### config.mk
export PLATFORM = sky130hd
export DESIGN_NAME = branch_redirect_ctrl
export DESIGN_NICKNAME = d
export VERILOG_FILES = /design/src/rtl/branch_redirect_ctrl.sv
export SDC_FILE = /design/constraint.sdc
export NUM_CORES = 1
export LEC_CHECK = 0
export ABC_CLOCK_PERIOD_IN_PS = 2060
export CORE_MARGIN = 2
export CORE_UTILIZATION = 34
export DETAILED_ROUTE_END_ITERATION = 8
export PLACE_DENSITY = 0.82
export SETUP_SLACK_MARGIN = 0.4
export SKIP_LAST_GASP = 1
export SLEW_MARGIN = 20
export SYNTH_ARGS = -nofsm -noshare
export SYNTH_HDL_FRONTEND = slang
export SYNTH_SLANG_ARGS = --single-unit
### constraint.sdc
create_clock -name clk -period 2.06 [get_ports clk]
set_input_delay 0.206 -clock clk [delete_from_list [all_inputs] [get_ports clk]]
set_output_delay 0.206 -clock clk [all_outputs]
set_load 0.01 [all_outputs]
### src/rtl/branch_redirect_ctrl.sv
// Decode-stage jump/branch sequencer: rs1 hazard stall, PC redirect + IF/ID flush, and
// register-file write-port sharing between WB and jal link writes. Optional: BRANCH_STATS_EN.
module branch_redirect_ctrl #(
   parameter int         DATA_W   = 32,
   parameter logic [4:0] LINK_REG = 5'd31
) (
   input  logic              clk,
   input  logic              reset,
   input  logic              id_valid,
   input  logic              id_is_jump,
   input  logic              id_is_jal,
   input  logic              id_uses_rs1,
   input  logic [4:0]        id_rs1,
   input  logic              take_branch,
   input  logic [DATA_W-1:0] target_pc,
   input  logic [DATA_W-1:0] id_pc_plus_four,
   input  logic              ex_wen,
   input  logic [4:0]        ex_rd,
   input  logic              mem_load,
   input  logic [4:0]        mem_rd,
   input  logic              wb_wen,
   input  logic [4:0]        wb_rd,
   input  logic [DATA_W-1:0] wb_data,
   output logic              stall,
   output logic              pc_sel,
   output logic [DATA_W-1:0] pc_redirect,
   output logic              if_id_flush,
   output logic              rf_wen,
   output logic [4:0]        rf_wsel,
   output logic [DATA_W-1:0] rf_din,
   output logic              link_pending
`ifdef BRANCH_STATS_EN
   ,
   output logic [31:0]       stat_taken,
   output logic [31:0]       stat_stall
`endif
);

   // state    | meaning
   // IDLE     | no hazard held, ID resolves normally
   // STALL    | ID jump waiting on rs1 or on the link buffer
   // REDIRECT | ID holds the flushed bubble after a taken jump
   typedef enum logic [1:0] {S_IDLE, S_STALL, S_REDIRECT} state_t;

   state_t            state, state_nxt;
   logic              link_pending_q;
   logic [DATA_W-1:0] link_data_q;

   logic id_v, rs1_hit, hazard, resolve, redirect, link_req, drain;

   // ID contents are a bubble in REDIRECT, and nothing is seen while reset is asserted
   assign id_v     = id_valid & ~reset & (state != S_REDIRECT);
   assign rs1_hit  = id_uses_rs1 & (id_rs1 != 5'd0) &
                     ((ex_wen & (ex_rd == id_rs1)) |
                      (mem_load & (mem_rd == id_rs1)) |
                      (link_pending_q & (id_rs1 == LINK_REG)));
   assign hazard   = id_v & id_is_jump & (rs1_hit | (id_is_jal & link_pending_q));
   assign resolve  = id_v & id_is_jump & ~hazard;
   assign redirect = resolve & take_branch;
   assign link_req = resolve & id_is_jal;
   assign drain    = link_pending_q & ~wb_wen & ~reset;

   assign link_pending = link_pending_q & ~reset;

   always_comb begin
      state_nxt   = state;
      stall       = hazard;
      pc_sel      = redirect;
      if_id_flush = redirect;
      pc_redirect = '0;
      rf_wen      = 1'b0;
      rf_wsel     = 5'd0;
      rf_din      = '0;

      case (state)
         S_IDLE:     if (hazard) state_nxt = S_STALL;
         S_STALL:    if (!hazard) state_nxt = S_IDLE;
         S_REDIRECT: state_nxt = hazard ? S_STALL : S_IDLE;
         default:    state_nxt = S_IDLE;
      endcase
      if (redirect) begin
         state_nxt   = S_REDIRECT;
         pc_redirect = target_pc;
      end

      // WB owns the port; the buffered link drains before any new direct link write
      if (!reset) begin
         if (wb_wen) begin
            rf_wen  = 1'b1;
            rf_wsel = wb_rd;
            rf_din  = wb_data;
         end else if (drain) begin
            rf_wen  = 1'b1;
            rf_wsel = LINK_REG;
            rf_din  = link_data_q;
         end else if (link_req) begin
            rf_wen  = 1'b1;
            rf_wsel = LINK_REG;
            rf_din  = id_pc_plus_four;
         end
      end
   end

   always_ff @(posedge clk) begin
      if (reset) begin
         state          <= S_IDLE;
         link_pending_q <= 1'b0;
         link_data_q    <= '0;
      end else begin
         state <= state_nxt;
         if (link_req && wb_wen) begin
            link_pending_q <= 1'b1;
            link_data_q    <= id_pc_plus_four;
         end else if (drain) begin
            link_pending_q <= 1'b0;
         end
      end
   end

`ifdef BRANCH_STATS_EN
   always_ff @(posedge clk) begin
      if (reset) begin
         stat_taken <= '0;
         stat_stall <= '0;
      end else begin
         if (pc_sel) stat_taken <= stat_taken + 32'd1;
         if (stall)  stat_stall <= stat_stall + 32'd1;
      end
   end
`endif

endmodule

==> impl_metrics.csv, run 1 <==
group,metric,value,unit
run_status,status,"complete, but fails checks",
run_status,violations,"negative setup slack",
sta,period_needed,2370,ps
power_and_ir_drop,p_leak,2.50,nW
sta,fmax,421,MHz
floorplan,core,7250,µm²
power_and_ir_drop,ir_drop,289,µV
yosys,avgSynthCellArea,8.09,µm²
power_and_ir_drop,power.switching,0.000584,W
global_route,grt_overflow,0,
yosys,yosysWarningCount,0,
yosys,synth.net_count,440,
routing,via_count,3444,
routing,final_antenna_net_count,0,
floorplan,die_h,90.4,µm
sta,postLayoutSetupSlackWorst,-315,ps
finish,final_cell_mix,"clkdlybuf4s50_1 (111), buf_6 (61), buf_2 (39)",
sta,min_period_over_period,115,%
clock_tree,cts_tree,"yes",
routing,vias_per_cell,5.15,
clock_tree,clock_sinks,35,
floorplan,placementRows,31,
finish,stdcell_area,5740,µm²
global_route,grt_pass1_wl,19.0,mm
power_and_ir_drop,p_seq_share,35.7,%
sta,worst_slew_margin_rel,73.9,%
setup_path,cp_max_fo,6,
setup_path,reg2reg_from,"link_pending_q",
global_route,grt_usage,28.9,%
yosys,synth-seq-area-share,27.6,%
finish,syn_to_final_growth,126,%
clock_tree,htreeDepth,2,
place,place_area,5120,µm²
yosys,synth_top_area_share,27.6,%
floorplan,die_w,90.4,µm
clock_tree,clk_path_buf_depth,2,
floorplan,die_area,8180,µm²
yosys,syn_inst,314,
routing,first_pass_iters,4,
finish,final_nets,695,
finish,final_util,79.2,%
setup_path,worstSetupPathType,"reg -> out",
routing,drtIter0Drc,181,
sta,slew_viol_final,0,
finish,drive_above_1_share,45.3,%
sta,fin_skew,5.48,ps
setup_path,cp_data_arrival_time,2170,ps
power_and_ir_drop,intPower,0.00141,W
clock_tree,clk_latency,290,ps
place,dp_hpwl,7.84,mm
power_and_ir_drop,p_clk_share,25.3,%
place,place_congestion,0.821,
setup_path,end_kind,"output port",
yosys,synth_area_leader_cell,"dfxtp_1",
global_route,grt_max_degree,33,
setup_path,reg2reg_to,"link_data_q[13]",
routing,wirelength,12.8,mm
setup_path,r2r_cells,10,
place,dp_slack,-779,ps
sta,worstMarginPinSlew,390,ps
routing,avgRoutedWirePerCell,19.1,µm
yosys,synth_seq_cells,35,
flow_run,cap_violations,0,
finish,layout_commonest_cell,"clkdlybuf4s50_1",
global_route,antenna_found_initial,0,
yosys,synth_area,2540,µm²
sta,grt_setup_unrepaired,"true",
setup_path,start_kind,"flop",
power_and_ir_drop,combPwrFrac,39.0,%
setup_path,crit_start,"link_pending_q",
sta,setup_viol,72,
power_and_ir_drop,powerDensity,347,nW/µm²
clock_tree,clockRootBuffer,"clkbuf_8",
setup_path,r2r_slack,50,ps
sta,tns,-14720,ps
yosys,ys_types,39,
power_and_ir_drop,finalPower,0.00199,W
clock_tree,numCtsBuffers,5,
setup_path,cp-endpoint,"pc_redirect[4]",
clock_tree,ctsHoldBuffers,0,
floorplan,ios,200,
finish,num_antenna_cells,0,
place,port_buffers,199,
floorplan,start_util,35.0,%
sta,hold_viol,0,
routing,drc,0,
setup_path,worstPathRequired,1850,ps
yosys,synth_area_leaders,"dfxtp_1 (28%), mux2i_1 (13%), a22oi_1 (9.5%)",
power_and_ir_drop,switching_share,29.3,%
global_route,grt_pass1_vias,3659,
hold_path,hold_class,"reg -> reg",
clock_tree,clkTransAtPathRegs,80,ps
## sequential cells by signal, summed over array words and instances, names as in the netlist
name,cells
link_pending_q,1
link_data_q,32
state,2
## metal layers
metal / track usage (%) / vias to the layer above / wire (µm)
li1: - / 1582 / -
met4: 10.8 / 0 / 507
met2: 56.3 / 176 / 6790
met5: 0 / - / 0
met1: 29.7 / 1646 / 4680
met3: 6.76 / 40 / 800
## repair_timing
item	in CTS	in global routing
pin swaps	31	18
gates cloned	6	0
endpoints found under the hold margin	0	0
resized for setup	415	30
endpoints found under the setup margin	107	107
setup buffers	23	6
## cells by family (layout without fill, tap and decap cells)
logic type      Yosys count  after routing  share of synthesized area [%]
simple gates            103            103                           25.6
compound gates           78             78                           20.6
buf+inv                  56            312                           10.1
flops                    35             35                           27.6
mux                      32             32                           12.6
xor+xnor                 10             10                           3.45
## layout make-up
type                       instances  area [µm²]
tap                               99         124
clock inverter                     2        12.5
clock buffer                       6        72.6
inverter                          32         120
sequential                        35         706
fill                             434        1510
multi-input combinational        223        2010
timing repair buffer             272        2700
## synth_stat cells
cell type  number
buf_2           2
nand4_1         4
a41oi_1         1
nor2b_1         9
nor3_1          7
and2_0          1
nand3_1         1
nor2_1          5
o22a_1          1
clkbuf_1       16
nor4bb_1        1
buf_6           1
a21o_2          1
nand2_2         1
o21ai_4         1
buf_1           1
buf_4           1
inv_1          32
a21oi_1         1
buf_8           3
or2_2           1
nor4b_4         1
a22oi_1        32
nand2b_1       32
a2111oi_0       1
o31ai_4         1
nand2_1         5
dfxtp_1        35
or4_4           1
a21o_1          1
a21boi_0        1
mux2i_1        32
o21ai_2         1
nand3b_4        1
and2_1         32
and3_2          1
xnor2_1        10
o22ai_1         1
o21ai_0        35
## critical path, stage by stage, from the launching register on
cell and delay, ps:
dfxtp_4 380, nand2_2 100, nor4bb_4 370, o21ai_4 130
o21ai_4 310, buf_12 170, buf_6 110, buf_6 80
and2_4 130, buf_6 100
## power by group through the flow
stage | clock [W] | sequential, W | combinational [W]
4_1_cts | 0.000507 | 0.000711 | 0.000728
3_3_place_gp | 0 | 0.000726 | 0.000668
6_report | 0.000504 | 0.000713 | 0.000778
5_1_grt | 0.000539 | 0.000714 | 0.000819
3_5_place_dp | 0 | 0.000727 | 0.000684
2_1_floorplan | 0 | 0.000723 | 0.000258
## how the worst min path moves through the flow
stage,startpoint,cells after the start,endpoint
finish,state[1],1,state[0]
global route,state[1],1,state[0]
CTS,state[1],1,state[0]
detailed placement,state[1],1,state[0]
global placement,state[1],1,state[0]
floorplan,id_pc_plus_four[0],2,link_data_q[0]
## through the flow
step                      hold WS [ps]  cells
after global routing               496    669
final                              478    669
after floorplan                    357    314
after detailed placement           427    626
after global placement             404    626
after CTS                          432    663
Power figures use the tool's default switching activity.
==> run 2, diff against run 1 <==
GPL_TIMING_DRIVEN = 0   (was default)
==> run 2 against run 1 <==
Against the previous run: the flow still finishes with violations (negative setup slack); via count rose by 4.8%; sequential share of layout area fell by 0.38 points; power rose by 2.4%; register-to-register slack got worse by 260 ps; final area rose by 3.2%; hold slack got worse by 170 ps; clock skew fell by 1.1 ps; largest power group unchanged.
==> impl_metrics.csv, run 2 (synthesis results as in run 1) <==
group,metric,value,unit
sta,fin_skew,4.37,ps
setup_path,worstSetupPathType,"reg -> out",
routing,route.met2.wl,7.13,mm
global_route,grt_max_degree,12,
setup_path,critical_path_depth,9,
finish,syn_to_final_growth,133,%
setup_path,end_kind,"output port",
setup_path,path_delay_family,"buffers and inverters",
hold_path,hold_class,"in -> reg",
floorplan,start_util,35.0,%
routing,wl_met1,5.23,mm
sta,worst_slew_margin_rel,71.6,%
finish,reg_top3,"link_data_q: 32 flops, state: 2 flops, link_pending_q: 1 flops",
sta,grt_setup_unrepaired,"true",
setup_path,worstPathRequired,1850,ps
place,port_buffers,198,
setup_path,start_kind,"flop",
setup_path,cp_max_fo,5,
routing,vias_per_cell,5.25,
finish,layout_commonest_cell,"clkdlybuf4s50_1",
clock_tree,clkTransAtPathRegs,70,ps
global_route,grt_pass1_vias,3662,
routing,final_antenna_net_count,0,
sta,min_period_over_period,111,%
clock_tree,clk_latency,290,ps
clock_tree,clockRootBuffer,"clkbuf_8",
global_route,antenna_found_initial,0,
finish,final_cell_mix,"clkdlybuf4s50_1 (106), buf_6 (81), buf_2 (36)",
setup_path,crit_chain,"nor2b_4 -> nor4b_4 -> buf_4 -> a41oi_4 -> buf_6 -> buf_12 -> buf_8 -> o21ai_2 -> buf_2",
global_route,grt_pass1_wl,19.5,mm
sta,slew_viol_final,0,
clock_tree,ctsHoldBuffers,0,
place,place_congestion,0.817,
setup_path,crit_path_top_delay_cell,"dfxtp_2",
global_route,grt_overflow,0,
setup_path,r2r_cells,11,
routing,first_pass_iters,4,
finish,largest_reg_flops,32,
setup_path,r2r_slack,-210,ps
floorplan,placementRows,31,
power_and_ir_drop,powerDensity,345,nW/µm²
flow_run,cap_violations,0,
global_route,grt_usage,29.6,%
hold_path,hold-path-endpoint,"link_pending_q",
power_and_ir_drop,ir_drop,301,µV
finish,final_nets,713,
floorplan,die_h,90.4,µm
routing,highest_layer,"met4",
routing,wl_met3,950,µm
routing,drc,0,
routing,drtIter0Drc,252,
sta,fmax,439,MHz
floorplan,ios,200,
place,dp_hpwl,7.49,mm
clock_tree,clk_path_buf_depth,2,
setup_path,reg2reg_to,"link_data_q[13]",
clock_tree,clock_sinks,35,
finish,top_register,"link_data_q",
sta,worstMarginPinSlew,425,ps
setup_path,slowest_delay,340,ps
place,dp.cells,611,
sta,period_needed,2280,ps
floorplan,core,7250,µm²
finish,drive_above_1_share,45.7,%
finish,fin_cells,687,
sta,setup_viol,102,
clock_tree,cts_tree,"yes",
power_and_ir_drop,finalPower,0.00204,W
clock_tree,numCtsBuffers,5,
power_and_ir_drop,p_leak,2.59,nW
routing,avgRoutedWirePerCell,20.4,µm
hold_path,hold_start,"reset",
setup_path,reg2reg_from,"state[1]",
sta,postLayoutSetupSlackWorst,-218,ps
sta,tns,-11530,ps
clock_tree,htreeDepth,2,
floorplan,die_area,8180,µm²
routing,via_count,3610,
run_status,violations,"negative setup slack",
run_status,status,"complete, but fails checks",
setup_path,cp_data_arrival_time,2070,ps
routing,wirelength,14.0,mm
finish,stdcell_area,5920,µm²
place,place_area,4930,µm²
floorplan,die_w,90.4,µm
setup_path,worst-path-buf-inv,5,
sta,hold_viol,0,
finish,num_antenna_cells,0,
hold_path,hold_path_depth,4,
## run 2: area by class of cell
cell class | count | area (µm²)
Timing Repair Buffer | 266 | 2670
Clock buffer | 6 | 72.6
Tap cell | 99 | 124
Clock inverter | 2 | 12.5
Sequential cell | 35 | 706
Buffer | 24 | 248
Multi-Input combinational cell | 223 | 1970
Fill cell | 400 | 1330
Inverter | 32 | 120
## run 2: worst max-delay path by stage
stage               from  slack [ps]          to
6_report        state[1]        -220  rf_din[29]
5_1_grt        id_rs1[3]        -270  rf_din[29]
4_1_cts        id_rs1[2]        -200  rf_din[28]
3_5_place_dp   id_rs1[2]        -900  rf_din[10]
3_3_place_gp   id_rs1[1]        -860  rf_din[11]
2_1_floorplan  id_rs1[1]         310  rf_din[10]
## run 2: where the power goes
part	internal [W]	switching, W
Clock	0.000237	0.000269
Sequential	0.000698	0.0000155
Combinational	0.000504	0.000320
Total	0.00144	0.000604
## run 2: stage by stage
stage	hold slack, ps	worst slack [ps]	utilization (%)
after floorplan	357	312	-
after global placement	404	-864	68.0
after detailed placement	412	-895	68.0
after CTS	257	-200	78.4
after global routing	321	-267	81.7
final	312	-218	81.7
## run 2: per-layer routing
| layer | GRT usage (%) | up-vias |
|---|---|---|
| met5 | 0 | - |
| met4 | 7.82 | 0 |
| met3 | 6.26 | 51 |
| met2 | 57.3 | 206 |
| met1 | 32.2 | 1730 |
| li1 | - | 1623 |
## run 2: worst reg2reg max path, delay by kind of cell, from the launching register on
kind,cells,cell delay (ps)
muxes,1,260
and+or+nand+nor,3,600
DFF,1,340
buffers and inverters,6,870
AOI/OAI and AO/OA,1,110
## run 2: repair_timing
| item | CTS | global route |
|---|---|---|
| setup buffers | 46 | 13 |
| gates resized for setup | 448 | 46 |
| endpoints found under the setup margin | 107 | 106 |
| pin swaps | 30 | 20 |
| endpoints found under the hold margin | 0 | 0 |
| cloned | 9 | 0 |
==> run 3, diff against run 2 <==
SLEW_MARGIN = default   (was 20)
==> results of run 3 <==
The final DEF is identical to that of run 2; final timing and power are the same.
